==> src/rtl/counter10k_arbiter_if.sv <==
// Requester-side bus of the shared interval-counter arbiter.
// The master drives requests; the slave (the arbiter) returns grant/done/status.
interface counter10k_arbiter_if #(
    parameter int unsigned NREQ = 4,
    parameter int unsigned PW   = 4
);
    logic [NREQ-1:0]    req;
    logic [NREQ*PW-1:0] req_periods;
    logic [NREQ-1:0]    grant;
    logic [NREQ-1:0]    done;
    logic               busy;
    logic [PW-1:0]      periods_left;

    modport master (
        output req, req_periods,
        input  grant, done, busy, periods_left
    );

    modport slave (
        input  req, req_periods,
        output grant, done, busy, periods_left
    );
endinterface

==> src/rtl/counter10k_arbiter.sv <==
// Round-robin owner of one counter10k instance: runs the counter for the
// granted requester's period count, pulses done, then hands over.
module counter10k_arbiter #(
    parameter int unsigned NREQ = 4,
    parameter int unsigned PW   = 4
) (
    input  logic                 tick,
    input  logic                 reset,
    counter10k_arbiter_if.slave  bus,
    output logic                 counter_run,
    input  logic                 counter_reached
);
    localparam int unsigned IW = (NREQ > 1) ? $clog2(NREQ) : 1;

    typedef enum logic [1:0] {
        S_IDLE = 2'd0,
        S_RUN  = 2'd1,
        S_DONE = 2'd2
    } state_e;

    state_e          state_q, state_d;
    logic [NREQ-1:0] grant_q, grant_d;
    logic [NREQ-1:0] done_q, done_d;
    logic            busy_q, busy_d;
    logic [PW-1:0]   periods_left_q, periods_left_d;
    logic            run_q, run_d;
    logic [IW-1:0]   ptr_q, ptr_d;
    logic [IW-1:0]   owner_q, owner_d;

    logic [PW-1:0]   periods_arr [NREQ];
    logic            win_found_c;
    logic [IW-1:0]   win_idx_c;
    logic [IW-1:0]   cand_c;
    logic [IW-1:0]   owner_next_c;
    logic            final_c;

    always_comb begin
        for (int i = 0; i < int'(NREQ); i++) begin
            periods_arr[i] = bus.req_periods[i*PW +: PW];
        end
    end

    // First pending request at or after the rotating pointer.
    always_comb begin
        win_found_c = 1'b0;
        win_idx_c   = '0;
        cand_c      = '0;
        for (int k = 0; k < int'(NREQ); k++) begin
            cand_c = IW'((int'(ptr_q) + k) % int'(NREQ));
            if (!win_found_c && bus.req[cand_c]) begin
                win_found_c = 1'b1;
                win_idx_c   = cand_c;
            end
        end
    end

    assign owner_next_c = (owner_q == IW'(NREQ - 1)) ? '0 : owner_q + IW'(1);
    assign final_c      = counter_reached && (periods_left_q == PW'(1));

    always_comb begin
        state_d        = state_q;
        grant_d        = grant_q;
        done_d         = '0;
        busy_d         = busy_q;
        periods_left_d = periods_left_q;
        run_d          = run_q;
        ptr_d          = ptr_q;
        owner_d        = owner_q;

        unique case (state_q)
            S_IDLE: begin
                grant_d        = '0;
                busy_d         = 1'b0;
                periods_left_d = '0;
                run_d          = 1'b0;
                if (win_found_c) begin
                    state_d        = S_RUN;
                    owner_d        = win_idx_c;
                    grant_d        = NREQ'(1) << win_idx_c;
                    busy_d         = 1'b1;
                    run_d          = 1'b1;
                    periods_left_d = (periods_arr[win_idx_c] == '0) ? PW'(1)
                                                                    : periods_arr[win_idx_c];
                end
            end
            S_RUN: begin
                run_d  = 1'b1;
                busy_d = 1'b1;
                // Completion takes priority over a request dropped on the same tick.
                if (final_c) begin
                    state_d        = S_DONE;
                    done_d         = NREQ'(1) << owner_q;
                    run_d          = 1'b0;
                    periods_left_d = '0;
                    ptr_d          = owner_next_c;
                end else if (!bus.req[owner_q]) begin
                    state_d        = S_IDLE;
                    grant_d        = '0;
                    busy_d         = 1'b0;
                    run_d          = 1'b0;
                    periods_left_d = '0;
                    ptr_d          = owner_next_c;
                end else if (counter_reached) begin
                    periods_left_d = periods_left_q - PW'(1);
                end
            end
            S_DONE: begin
                state_d        = S_IDLE;
                grant_d        = '0;
                busy_d         = 1'b0;
                run_d          = 1'b0;
                periods_left_d = '0;
            end
            default: begin
                state_d = S_IDLE;
                grant_d = '0;
                busy_d  = 1'b0;
                run_d   = 1'b0;
            end
        endcase
    end

    always_ff @(posedge tick) begin
        if (reset) begin
            state_q        <= S_IDLE;
            grant_q        <= '0;
            done_q         <= '0;
            busy_q         <= 1'b0;
            periods_left_q <= '0;
            run_q          <= 1'b0;
            ptr_q          <= '0;
            owner_q        <= '0;
        end else begin
            state_q        <= state_d;
            grant_q        <= grant_d;
            done_q         <= done_d;
            busy_q         <= busy_d;
            periods_left_q <= periods_left_d;
            run_q          <= run_d;
            ptr_q          <= ptr_d;
            owner_q        <= owner_d;
        end
    end

    assign bus.grant        = grant_q;
    assign bus.done         = done_q;
    assign bus.busy         = busy_q;
    assign bus.periods_left = periods_left_q;
    assign counter_run      = run_q;
endmodule

==> src/flat_wrapper.sv <==
// flat-port wrapper written by rule: the top's interface ports become plain ports
module counter10k_arbiter_flat 
#(
    parameter int unsigned NREQ = 4,
    parameter int unsigned PW   = 4
)
  (tick, reset, counter_run, counter_reached, bus_req, bus_req_periods, bus_grant, bus_done, bus_busy, bus_periods_left);
  counter10k_arbiter_if #(.NREQ(NREQ), .PW(PW)) bus_i ();
  input  logic tick;
  input  logic reset;
  output logic counter_run;
  input  logic counter_reached;
  input wire logic [$bits(bus_i.req)-1:0] bus_req;
  input wire logic [$bits(bus_i.req_periods)-1:0] bus_req_periods;
  output wire logic [$bits(bus_i.grant)-1:0] bus_grant;
  output wire logic [$bits(bus_i.done)-1:0] bus_done;
  output wire logic [$bits(bus_i.busy)-1:0] bus_busy;
  output wire logic [$bits(bus_i.periods_left)-1:0] bus_periods_left;
  assign bus_i.req = bus_req;
  assign bus_i.req_periods = bus_req_periods;
  assign bus_grant = bus_i.grant;
  assign bus_done = bus_i.done;
  assign bus_busy = bus_i.busy;
  assign bus_periods_left = bus_i.periods_left;
  counter10k_arbiter #(.NREQ(NREQ), .PW(PW)) u_core (.tick(tick), .reset(reset), .bus(bus_i), .counter_run(counter_run), .counter_reached(counter_reached));
endmodule
==> config.mk <==
export PLATFORM = sky130hd
export DESIGN_NAME = counter10k_arbiter_flat
export DESIGN_NICKNAME = d
export VERILOG_FILES = /design/src/rtl/counter10k_arbiter_if.sv /design/src/rtl/counter10k_arbiter.sv /design/src/flat_wrapper.sv
export SDC_FILE = /design/constraint.sdc
export NUM_CORES = 1
export LEC_CHECK = 0
export BUFFER_PORTS_ARGS = -buffer_cell sky130_fd_sc_hd__buf_2
export CORE_UTILIZATION = 45
export DETAILED_ROUTE_END_ITERATION = 8
export GPL_TIMING_DRIVEN = 0
export PLACE_DENSITY = 0.81
export SYNTH_ARGS = -nofsm -noshare
export SYNTH_HDL_FRONTEND = slang
export SYNTH_SLANG_ARGS = --single-unit
==> constraint.sdc <==
create_clock -name tick -period 2.3 [get_ports tick]
set_clock_uncertainty 0.05 [all_clocks]
set_input_delay 0.23 -clock tick [delete_from_list [all_inputs] [get_ports tick]]
set_output_delay 0.23 -clock tick [all_outputs]
set_load 0.1 [all_outputs]
After elaboration in Yosys (flattened, before gate mapping)
Cells that the tools add are included.

storage, ports and cells
  flip-flop bits (word level) = 20
  input bits = 23
  output and inout bits = 14
  logic and storage cells = 94

operators by class
  add/sub/neg operators = 5
  magnitude comparators = 6
  equal/unequal tests = 10
  shift-type cells = 2
  muxes and demuxes = 44
  bitwise gates (word level) = 3
  reductions and logical operators = 16

operator list
  cell                                                                          count
  4-bit 2-to-1 mux                                                              10
  2-bit 2-to-1 mux                                                              10
  2-bit by 3-bit less-than comparator with 1-bit output, second input constant  5
  1-bit 2-to-1 mux                                                              13
  4-bit one-hot mux with 3 select lines                                         1
  1-bit binary-select mux with 2-bit select                                     5
  2-bit AND reduction                                                           5
  4-bit binary-select mux with 2-bit select                                     1
  4-bit one-hot mux with 2 select lines                                         1
  1-bit by 2-bit left shift with 4-bit output, first input constant             2
  2-bit by 1-bit adder with 2-bit output, second input constant                 2
  2-bit adder, second input constant                                            2
  2-bit == test, second input constant                                          2
  4-bit by 1-bit == test with 1-bit output, second input constant               1
  1-bit logical AND                                                             4
  4-bit zero test                                                               1
  2-bit by 1-bit inequality test with 1-bit output, second input constant       2
  2-bit inequality test, second input constant                                  2
  4-bit by 3-bit inequality test with 1-bit output, second input constant       1
  1-bit one-hot mux with 2 select lines                                         2
  2-bit one-hot mux with 2 select lines                                         1
  4-bit by 1-bit subtractor with 4-bit output, second input constant            1
  3-bit greater-or-equal comparator, second input constant                      1
  1-bit zero test                                                               3
  7 further kinds                                                               8

Depth between registers and ports, before layout
Gate-level depths: netlist of run 1.

  word-level depth = 20
  gate-level depth with buffers = 8
  gate-level depth less buffers = 8

Worst setup path after synthesis of run 1
No wires, ideal clock.

  kind = register to register
  start point = reg u_core.periods_left_q[0], in the netlist u_core.bus.periods_left[0]
  end point = reg u_core.periods_left_q[0], in the netlist u_core.bus.periods_left[0]
  library setup time = 0.117 ns
  data arrival time = 2.498 ns
  required time = 2.133 ns
  slack = -0.365 ns
  cell stages (with the launch flop) = 8
  buffers on the path = 0
  period minus slack after synthesis = 2.665 ns
  cell sequence = dfxtp_1 ha_1 nand2_1 or3_2 nand4_1 o21ai_2 a211o_1 a32o_1

between the ends
  word-level cells in the longest chain between the ends = 5
  elaborated cells on any way between the ends = 9
  classes of those cells = add/sub (1); eq/ne (2); mux (4); reduce/logical (2)

RTL lines
  element                                      RTL line                   text
  start: declaration                           counter10k_arbiter.sv:25   logic [PW-1:0] periods_left_q, periods_left_d;
  start signal: assignment                     counter10k_arbiter.sv:138  periods_left_q <= periods_left_d;
  4-bit by 1-bit subtractor with 4-bit output  counter10k_arbiter.sv:104  periods_left_d = periods_left_q - PW'(1);
  4-bit 2-to-1 mux                             counter10k_arbiter.sv:103  end else if (counter_reached) begin
  4-bit 2-to-1 mux                             counter10k_arbiter.sv:96   end else if (!bus.req[owner_q]) begin
  4-bit 2-to-1 mux                             counter10k_arbiter.sv:90   if (final_c) begin
  4-bit one-hot mux with 3 select lines        counter10k_arbiter.sv:70   unique case (state_q)

Parallel ways exist; a longest one is shown, timed or not. The select of a mux whose other input is x is not followed.
A chain may end at the register's enable or synchronous reset.

Final worst setup path of run 1
  start point = reg u_core.ptr_q[0]
  end point = reg u_core.periods_left_q[0], in the netlist u_core.bus.periods_left[0]

between the ends
  word-level cells in the longest chain between the ends = 20
  elaborated cells on any way between the ends = 33
  classes of those cells = add/sub (3); mux (22); bitwise (1); reduce/logical (7)

RTL lines
  element                                                                          RTL line                   text
  start: declaration                                                               counter10k_arbiter.sv:27   logic [IW-1:0] ptr_q, ptr_d;
  start signal: assignment                                                         counter10k_arbiter.sv:140  ptr_q <= ptr_d;
  branches (longest 18 deep; another with 2-bit by 1-bit adder with 2-bit output)  n/a
  4-bit 2-to-1 mux (*)                                                             counter10k_arbiter.sv:76   if (win_found_c) begin
  4-bit one-hot mux with 3 select lines (*)                                        counter10k_arbiter.sv:70

Every way passes the cells marked *. The select of a mux whose other input is x is not followed.

==> results.py, run 1 <==
metrics = {
    "detailed_routing": {
        "wire_per_inst_um": 13.63,
        "wl_um": 2958,
        "first_iter_violations": 23,
        "dr_total_vias": 1220,
        "drc_errors": 0,
        "antenna_left": 0,
        "first_pass_iters": 4,
        "viasPerCell": 5.622,
    },
    "timing": {
        "setup_tns_ps": 0,
        "finalMaxSlewViolations": 0,
        "fmax_mhz": 469.6,
        "tightest_slew_ps": 562.4,
        "fin_crit_ps": 2130,
        "final-setup-viol-count": 0,
        "hold_viol": 0,
        "rsz0062_at_grt": "no",
        "maxSlewHeadroom_pct": 62.37,
        "whs_ps": 56.98,
        "period_share_pct": 92.59,
    },
    "power": {
        "ir_drop_v": 0.0004706,
        "p_per_area_nw_per_um2": 810.2,
        "p_leak_nw": 0.6703,
    },
    "clock_network": {
        "clockRootBuffer": "clkbuf_4",
        "clk-insertion-delay-late_ps": 310,
        "clockBufferDepth": 2,
        "path_clk_slew_ps": 120,
        "cts.sinks": 20,
        "cts-buffers-inserted": 3,
        "ctsHoldBuffers": 0,
        "cts_setup_buffers": 0,
        "htree_levels": 1,
        "cts_resized": 0,
        "cts_tree": "done",
    },
    "logic_synthesis": {
        "async_flop_share_pct": 0,
        "synth_top_area_share_pct": 32.19,
        "ys_warn_count": 0,
        "synth_area_um2": 1244,
        "synth_common_cells": "dfxtp_1 (20), nor2_1 (18), nand2_1 (11), a21oi_1 (8), o21ai_0 (8)",
        "synth_cell_type_count": 44,
        "ys_seq_area_share_pct": 32.19,
        "synthTopCellsByArea": "dfxtp_1 (32%), ha_1 (6.0%), nor2_1 (5.4%), nand2_1 (3.3%), a21oi_1 (3.2%)",
        "synth_top_area_cell": "dfxtp_1",
        "synth-edff-count": 0,
        "synth-main-ff-cell": "dfxtp_1",
        "yosysMostFrequentCell": "dfxtp_1",
        "syn_inst": 146,
        "syn_area_per_cell_um2": 8.518,
        "ys_seq_elements": 20,
        "synth_fp_nets": 175,
    },
    "floorplanning": {
        "ios": 37,
        "die_x_um": 54.57,
        "dieArea_um2": 2978,
        "rows": 18,
        "core-area_um2": 2545,
        "initial_core_util_pct": 48.87,
        "die_h_um": 54.57,
    },
    "global_route": {
        "grt_pass1_wl_um": 4664,
        "antenna_found_initial": 0,
        "grt_pass1_vias": 1109,
        "grt_max_degree": 13,
        "grt_overflow": 0,
        "grt_usage_pct": 22.00,
    },
    "flow_run": {
        "drv_cap": 0,
    },
    "worst_setup_path": {
        "arrival_ps": 2290,
        "crit_fanout": 6,
        "cp-end-kind": "register",
        "crit_type": "reg2reg",
        "start_kind": "register",
        "critPathRequiredTime_ps": 2460,
    },
    "outcome": {
        "run_status": "complete, no violations",
    },
    "worst_hold_path": {
        "hold_class": "in2reg",
    },
    "final_layout": {
        "nNetsFinal": 217,
        "syn_to_final_growth_pct": 22.74,
        "drive_above_1_share_pct": 31.02,
        "final_area_um2": 1526,
        "final_util_pct": 59.98,
        "antenna-diode-count": 0,
    },
    "place": {
        "post_dp_cell_area_um2": 1459,
        "place_congestion": 0.8502,
        "dp_hpwl_um": 2321,
        "port_buffers": 35,
    },
}
[cell type report]
type | instances | area (µm²)
Buffer | 5 | 51.30
Clock buffer | 3 | 22.52
Clock inverter | 1 | 30.03
Fill cell | 236 | 1018
Inverter | 6 | 22.52
Multi-Input combinational cell | 115 | 769.5
Sequential cell | 20 | 402.9
Tap cell | 30 | 37.54
Timing Repair Buffer | 37 | 190.2
[metrics by stage]
step / cells / setup WS (ps) / total power [mW]
floorplan: 146 / 18.68 / 0.8415
global placement: 211 / 135.9 / 0.9269
detailed placement: 211 / 72.68 / 0.9439
CTS: 215 / 121.8 / 1.231
global route: 217 / 39.72 / 1.298
finish: 217 / 170.4 / 1.237
[worst max-delay path, stage by stage, from the launching register on]
cell,delay (ps)
dfxtp_1,340
nor2b_1,230
a211oi_2,90
nor2_1,460
mux2_2,400
a211o_1,250
a32o_1,200
[kinds of logic after synthesis]
logic type,synth area share [%]
simple gates,24.35
compound gates,23.04
flops,32.19
buf+inv,5.935
mux,7.746
fa+ha+maj,6.036
xor+xnor,0.7044
[power by group]
group	internal (mW)	leakage (nW)	switching (mW)	total, mW
logic	0.164	0.478	0.363	0.526
registers	0.384	0.164	0.0351	0.419
clock network	0.176	0.0279	0.115	0.292
[flip-flops by register name, indices dropped and copies added (netlist names)]
name	cells
u_core.owner_q	2
u_core.ptr_q	2
u_core.bus.busy	1
u_core.counter_run	1
u_core.bus.done	4
u_core.bus.grant	4
u_core.state_q	2
u_core.bus.periods_left	4
[final timing paths]
path / from / end / slack, ps / cells past startpoint
worst min-delay path: reset / u_core.bus.periods_left[1]$_SDFFE_PP0P_ / 60 / 2
worst max register to register: u_core.ptr_q[0]$_SDFFE_PP0P_ / u_core.bus.periods_left[0]$_SDFFE_PP0P_ / 170 / 6
worst max-delay path: u_core.ptr_q[0]$_SDFFE_PP0P_ / u_core.bus.periods_left[0]$_SDFFE_PP0P_ / 170 / 6
worst min register to register: u_core.bus.grant[3]$_SDFFE_PP0P_ / u_core.bus.grant[3]$_SDFFE_PP0P_ / 410 / 2
[per-layer routing]
layer,share of wire [%],global-route usage (%)
met5,0,0
met4,1.3,6.410
met3,3.8,3.333
met2,50,40.45
met1,44,25.92
[placed cells by master, fill, tap and decap left out, types with 3 or more instances in the layout]
cell,n
nand3_1,7
dfxtp_1,18
ha_1,6
nand4_1,4
o21a_1,3
nor3_1,4
a22oi_1,4
nand2_1,11
nor2_1,18
inv_1,6
mux2_2,3
mux2i_1,4
a21oi_1,8
buf_6,3
buf_2,35
o21ai_0,8
clkbuf_4,3
nor2b_1,4
(Power assumes the default switching activity.)
==> inputs of run 2 (changes only) <==
Clock period 2.3 ns to 2.75 ns, I/O delays scaled along.
==> results.py, run 2 (same netlist as run 1, synthesis figures left out) <==
metrics = {
    "final_layout": {
        "drive_above_1_share_pct": 29.19,
        "nFillCells": 250,
        "nNetsFinal": 215,
        "final_common_cell": "buf_2",
        "multi_input_area_um2": 769.5,
        "seqCellArea_um2": 400.4,
        "antenna-diode-count": 0,
        "final_cell_mix": "buf_2 (35), dfxtp_1 (20), nor2_1 (18)",
        "final_util_pct": 59.29,
        "syn_to_final_growth_pct": 21.33,
    },
    "worst_setup_path": {
        "crit_fanout": 6,
        "start_kind": "register",
        "cp-end-kind": "register",
        "crit_type": "reg2reg",
        "arrival_ps": 2340,
        "critPathRequiredTime_ps": 2910,
    },
    "floorplanning": {
        "rows": 18,
        "core-area_um2": 2545,
        "initial_core_util_pct": 48.87,
        "ios": 37,
        "dieArea_um2": 2978,
        "die_h_um": 54.57,
        "die_x_um": 54.57,
    },
    "timing": {
        "fmax_mhz": 459.9,
        "maxSlewHeadroom_pct": 60.53,
        "finalMaxSlewViolations": 0,
        "tightest_slew_ps": 589.9,
        "rsz0062_at_grt": "no",
        "period_share_pct": 79.06,
        "fin_crit_ps": 2174,
        "setup_tns_ps": 0,
        "final-setup-viol-count": 0,
        "hold_viol": 0,
        "worst_slack_ps": 575.8,
    },
    "global_route": {
        "grt_max_degree": 13,
        "antenna_found_initial": 0,
        "grt_usage_pct": 21.62,
        "grt_pass1_wl_um": 4623,
        "grt_pass1_vias": 1073,
        "grt_overflow": 0,
    },
    "clock_network": {
        "ctsHoldBuffers": 0,
        "clockRootBuffer": "clkbuf_4",
        "clk-insertion-delay-late_ps": 300,
        "cts.sinks": 20,
        "clockBufferDepth": 2,
        "cts_setup_buffers": 0,
        "htree_levels": 1,
        "cts-buffers-inserted": 3,
        "path_clk_slew_ps": 120,
        "cts_tree": "done",
        "cts_resized": 0,
    },
    "detailed_routing": {
        "antenna_left": 0,
        "drc_errors": 0,
        "wl_met2_um": 1519,
        "first_pass_iters": 4,
        "dr_total_vias": 1235,
        "wl_met3_um": 101,
        "top_layer_used": "met4",
        "drt-met1-wl_um": 1342,
        "wl_um": 2995,
        "wire_per_inst_um": 13.93,
        "viasPerCell": 5.744,
        "first_iter_violations": 16,
    },
    "outcome": {
        "run_status": "complete, no violations",
    },
    "worst_hold_path": {
        "hold_class": "in2reg",
    },
    "power": {
        "ir_drop_v": 0.0004548,
        "p_per_area_nw_per_um2": 683.9,
        "p_leak_nw": 0.6611,
        "p_total_mw": 1.032,
    },
    "place": {
        "port_buffers": 35,
        "dp_hpwl_um": 2286,
        "place_congestion": 0.8012,
        "dp_slack_ps": 421.0,
    },
    "flow_run": {
        "drv_cap": 0,
    },
}
==> run 2: layout make-up <==
| cell class | instances | share of cell area (%) |
|---|---|---|
| clock buffers | 3 | 1.493 |
| clock inverters | 1 | 1.990 |
| flip-flops and latches | 20 | 26.53 |
| repair buffers | 35 | 11.61 |
| inverters | 6 | 1.493 |
| multi-input cells | 115 | 50.99 |
| plain buffers | 5 | 3.400 |
| well taps | 30 | 2.488 |
==> run 2: path summary, 6_finish.rpt <==
path / start / end / slack (ps) / cells after the start
setup / recovery: u_core.ptr_q[0]$_SDFFE_PP0P_ / u_core.bus.periods_left[0]$_SDFFE_PP0P_ / 580 / 6
hold / removal: reset / u_core.bus.periods_left[3]$_SDFFE_PP0P_ / 120 / 2
setup reg to reg: u_core.ptr_q[0]$_SDFFE_PP0P_ / u_core.bus.periods_left[0]$_SDFFE_PP0P_ / 580 / 6
hold reg to reg: u_core.bus.grant[3]$_SDFFE_PP0P_ / u_core.bus.grant[3]$_SDFFE_PP0P_ / 410 / 2
==> run 2: critical path, cell delays in order, from the launching register on <==
cell      delay [ps]
dfxtp_1          340
nor2b_1          230
a211oi_2         100
nor2_1           480
mux2_2           410
a211o_1          260
a32o_1           200
==> run 2: power breakdown <==
part	switching, mW	internal (mW)	total, mW
Combinational	0.303	0.134	0.436
Sequential	0.0302	0.320	0.350
Clock	0.0986	0.147	0.246
Total	0.431	0.601	1.03
==> run 2: stage by stage <==
step / hold WS (ps) / area (µm²) / cells
after floorplan: 411.3 / 1244 / 146
after global placement: 387.4 / 1456 / 211
after detailed placement: 392.2 / 1456 / 211
after CTS: 110.1 / 1509 / 215
after global routing: 98.07 / 1509 / 215
final: 115.9 / 1509 / 215
==> run 2: layer usage <==
| layer | vias to the layer above | global-route usage (%) |
|---|---|---|
| met4 | 0 | 5.983 |
| met5 | - | 0 |
| met3 | 4 | 3.611 |
| met1 | 582 | 27.35 |
| met2 | 29 | 37.40 |
| li1 | 620 | - |
==> inputs of run 3 (changes only) <==
Clock period 2.75 ns to 2.27 ns, I/O delays scaled along.
==> results.py, run 3 (same netlist as run 1, synthesis figures left out) <==
metrics = {
    "final_layout": {
        "nNetsFinal": 217,
        "syn_to_final_growth_pct": 22.54,
        "antenna-diode-count": 0,
        "final_common_cell": "buf_2",
        "final_cell_mix": "buf_2 (35), nor2_1 (18), dfxtp_1 (18)",
        "fin_cells": 217,
        "drive_above_1_share_pct": 31.02,
    },
    "worst_setup_path": {
        "cp-end-kind": "register",
        "start_kind": "register",
        "crit_fanout": 6,
        "arrival_ps": 2290,
        "cp_cell_sequence": "nor2b_1 -> a211oi_2 -> nor2_1 -> mux2_2 -> a211o_1 -> a32o_1",
        "max_stage_delay_ps": 470,
        "crit_type": "reg2reg",
        "slowest_stage": "nor2_1",
        "critPathRequiredTime_ps": 2430,
    },
    "floorplanning": {
        "die_h_um": 54.57,
        "rows": 18,
        "die_x_um": 54.57,
        "core-area_um2": 2545,
        "initial_core_util_pct": 48.87,
        "ios": 37,
        "dieArea_um2": 2978,
    },
    "clock_network": {
        "cts_tree": "done",
        "clockBufferDepth": 2,
        "cts.sinks": 20,
        "ctsHoldBuffers": 0,
        "cts_resized": 0,
        "path_clk_slew_ps": 120,
        "cts-buffers-inserted": 3,
        "clockRootBuffer": "clkbuf_4",
        "htree_levels": 1,
        "cts_setup_buffers": 0,
        "clk-insertion-delay-late_ps": 310,
    },
    "timing": {
        "finalMaxSlewViolations": 0,
        "whs_ps": 56.51,
        "tightest_slew_ps": 570.5,
        "maxSlewHeadroom_pct": 61.82,
        "rsz0062_at_grt": "no",
        "fin_crit_ps": 2128,
        "period_share_pct": 93.77,
        "final-setup-viol-count": 0,
        "hold_viol": 0,
        "fmax_mhz": 469.8,
        "worst_slack_ps": 141.5,
        "setup_tns_ps": 0,
    },
    "place": {
        "dp_hpwl_um": 2317,
        "place_inst": 211,
        "dp_slack_ps": 23.99,
        "place_congestion": 0.8367,
        "port_buffers": 35,
    },
    "power": {
        "switching_power_uw": 517.9,
        "p_seq_share_pct": 35.3,
        "p_leak_nw": 0.6688,
        "ir_drop_v": 0.0005288,
        "power.share.switching_pct": 42.89,
        "intPower_uw": 689.7,
        "power_frac_clock_pct": 20.9,
        "pwr-share-comb_pct": 43.8,
        "p_per_area_nw_per_um2": 792.4,
    },
    "flow_run": {
        "drv_cap": 0,
    },
    "global_route": {
        "grt_overflow": 0,
        "grt_pass1_wl_um": 4892,
        "grt_usage_pct": 22.73,
        "grt_max_degree": 13,
        "grt_pass1_vias": 1138,
        "antenna_found_initial": 0,
    },
    "detailed_routing": {
        "drc_errors": 0,
        "viasPerCell": 5.802,
        "first_iter_violations": 23,
        "wire_per_inst_um": 13.81,
        "dr_total_vias": 1259,
        "wl_um": 2996,
        "antenna_left": 0,
        "first_pass_iters": 4,
    },
    "outcome": {
        "run_status": "complete, no violations",
    },
    "worst_hold_path": {
        "hold_class": "in2reg",
    },
}
[run 3: cell types whose count changed in the layout (fill, tap and decap cells not counted)]
cell,before,now
dfxtp_1,20,18
dfxtp_2,0,1
bufinv_16,1,0
buf_4,0,2
clkbuf_16,0,1
dfxtp_4,0,1
[run 3: final timing paths]
path,cells after the start,slack (ps),end,startpoint
setup reg to reg,6,140,u_core.bus.periods_left[0]$_SDFFE_PP0P_,u_core.ptr_q[0]$_SDFFE_PP0P_
hold reg to reg,2,420,u_core.bus.grant[1]$_SDFFE_PP0P_,u_core.bus.grant[1]$_SDFFE_PP0P_
setup / recovery,6,140,u_core.bus.periods_left[0]$_SDFFE_PP0P_,u_core.ptr_q[0]$_SDFFE_PP0P_
hold / removal,2,60,u_core.bus.periods_left[1]$_SDFFE_PP0P_,reset
[run 3: area by class of cell]
cell class / instances / area, µm²
timing repair buffer: 37 / 190.2
buffer: 5 / 51.30
clock buffer: 4 / 47.55
sequential: 20 / 405.4
fill: 239 / 1021
multi-input combinational: 115 / 769.5
inverter: 6 / 22.52
tap: 30 / 37.54
[run 3: routing by layer]
layer,share of wire [%],routed length (µm),GRT usage [%]
met5,0,0,0
met4,1.0,30,6.410
met3,3.3,100,4.167
met2,51,1519,38.62
met1,45,1345,29.08
[run 3: stage by stage]
step,util [%],power (mW),instance area (µm²)
floorplan,-,0.8535,1249
global placement,57.42,0.9407,1461
detailed placement,57.42,0.9542,1461
CTS,59.29,1.201,1509
global route,59.88,1.272,1524
finish,59.88,1.208,1524
[run 3: power groups by stage]
stage | registers [mW] | logic [mW] | clock network, mW
CTS | 0.425 | 0.522 | 0.254
global placement | 0.429 | 0.511 | 0
floorplan | 0.608 | 0.245 | 0
global route | 0.433 | 0.566 | 0.273
detailed placement | 0.434 | 0.521 | 0
finish | 0.426 | 0.529 | 0.253
[run 3: critical path, delay by kind of cell, from the launching register on]
| family | cells | cell delay, ps |
|---|---|---|
| DFF | 1 | 350 |
| muxes | 1 | 400 |
| and+or+nand+nor | 2 | 700 |
| AOI/OAI and AO/OA | 3 | 540 |
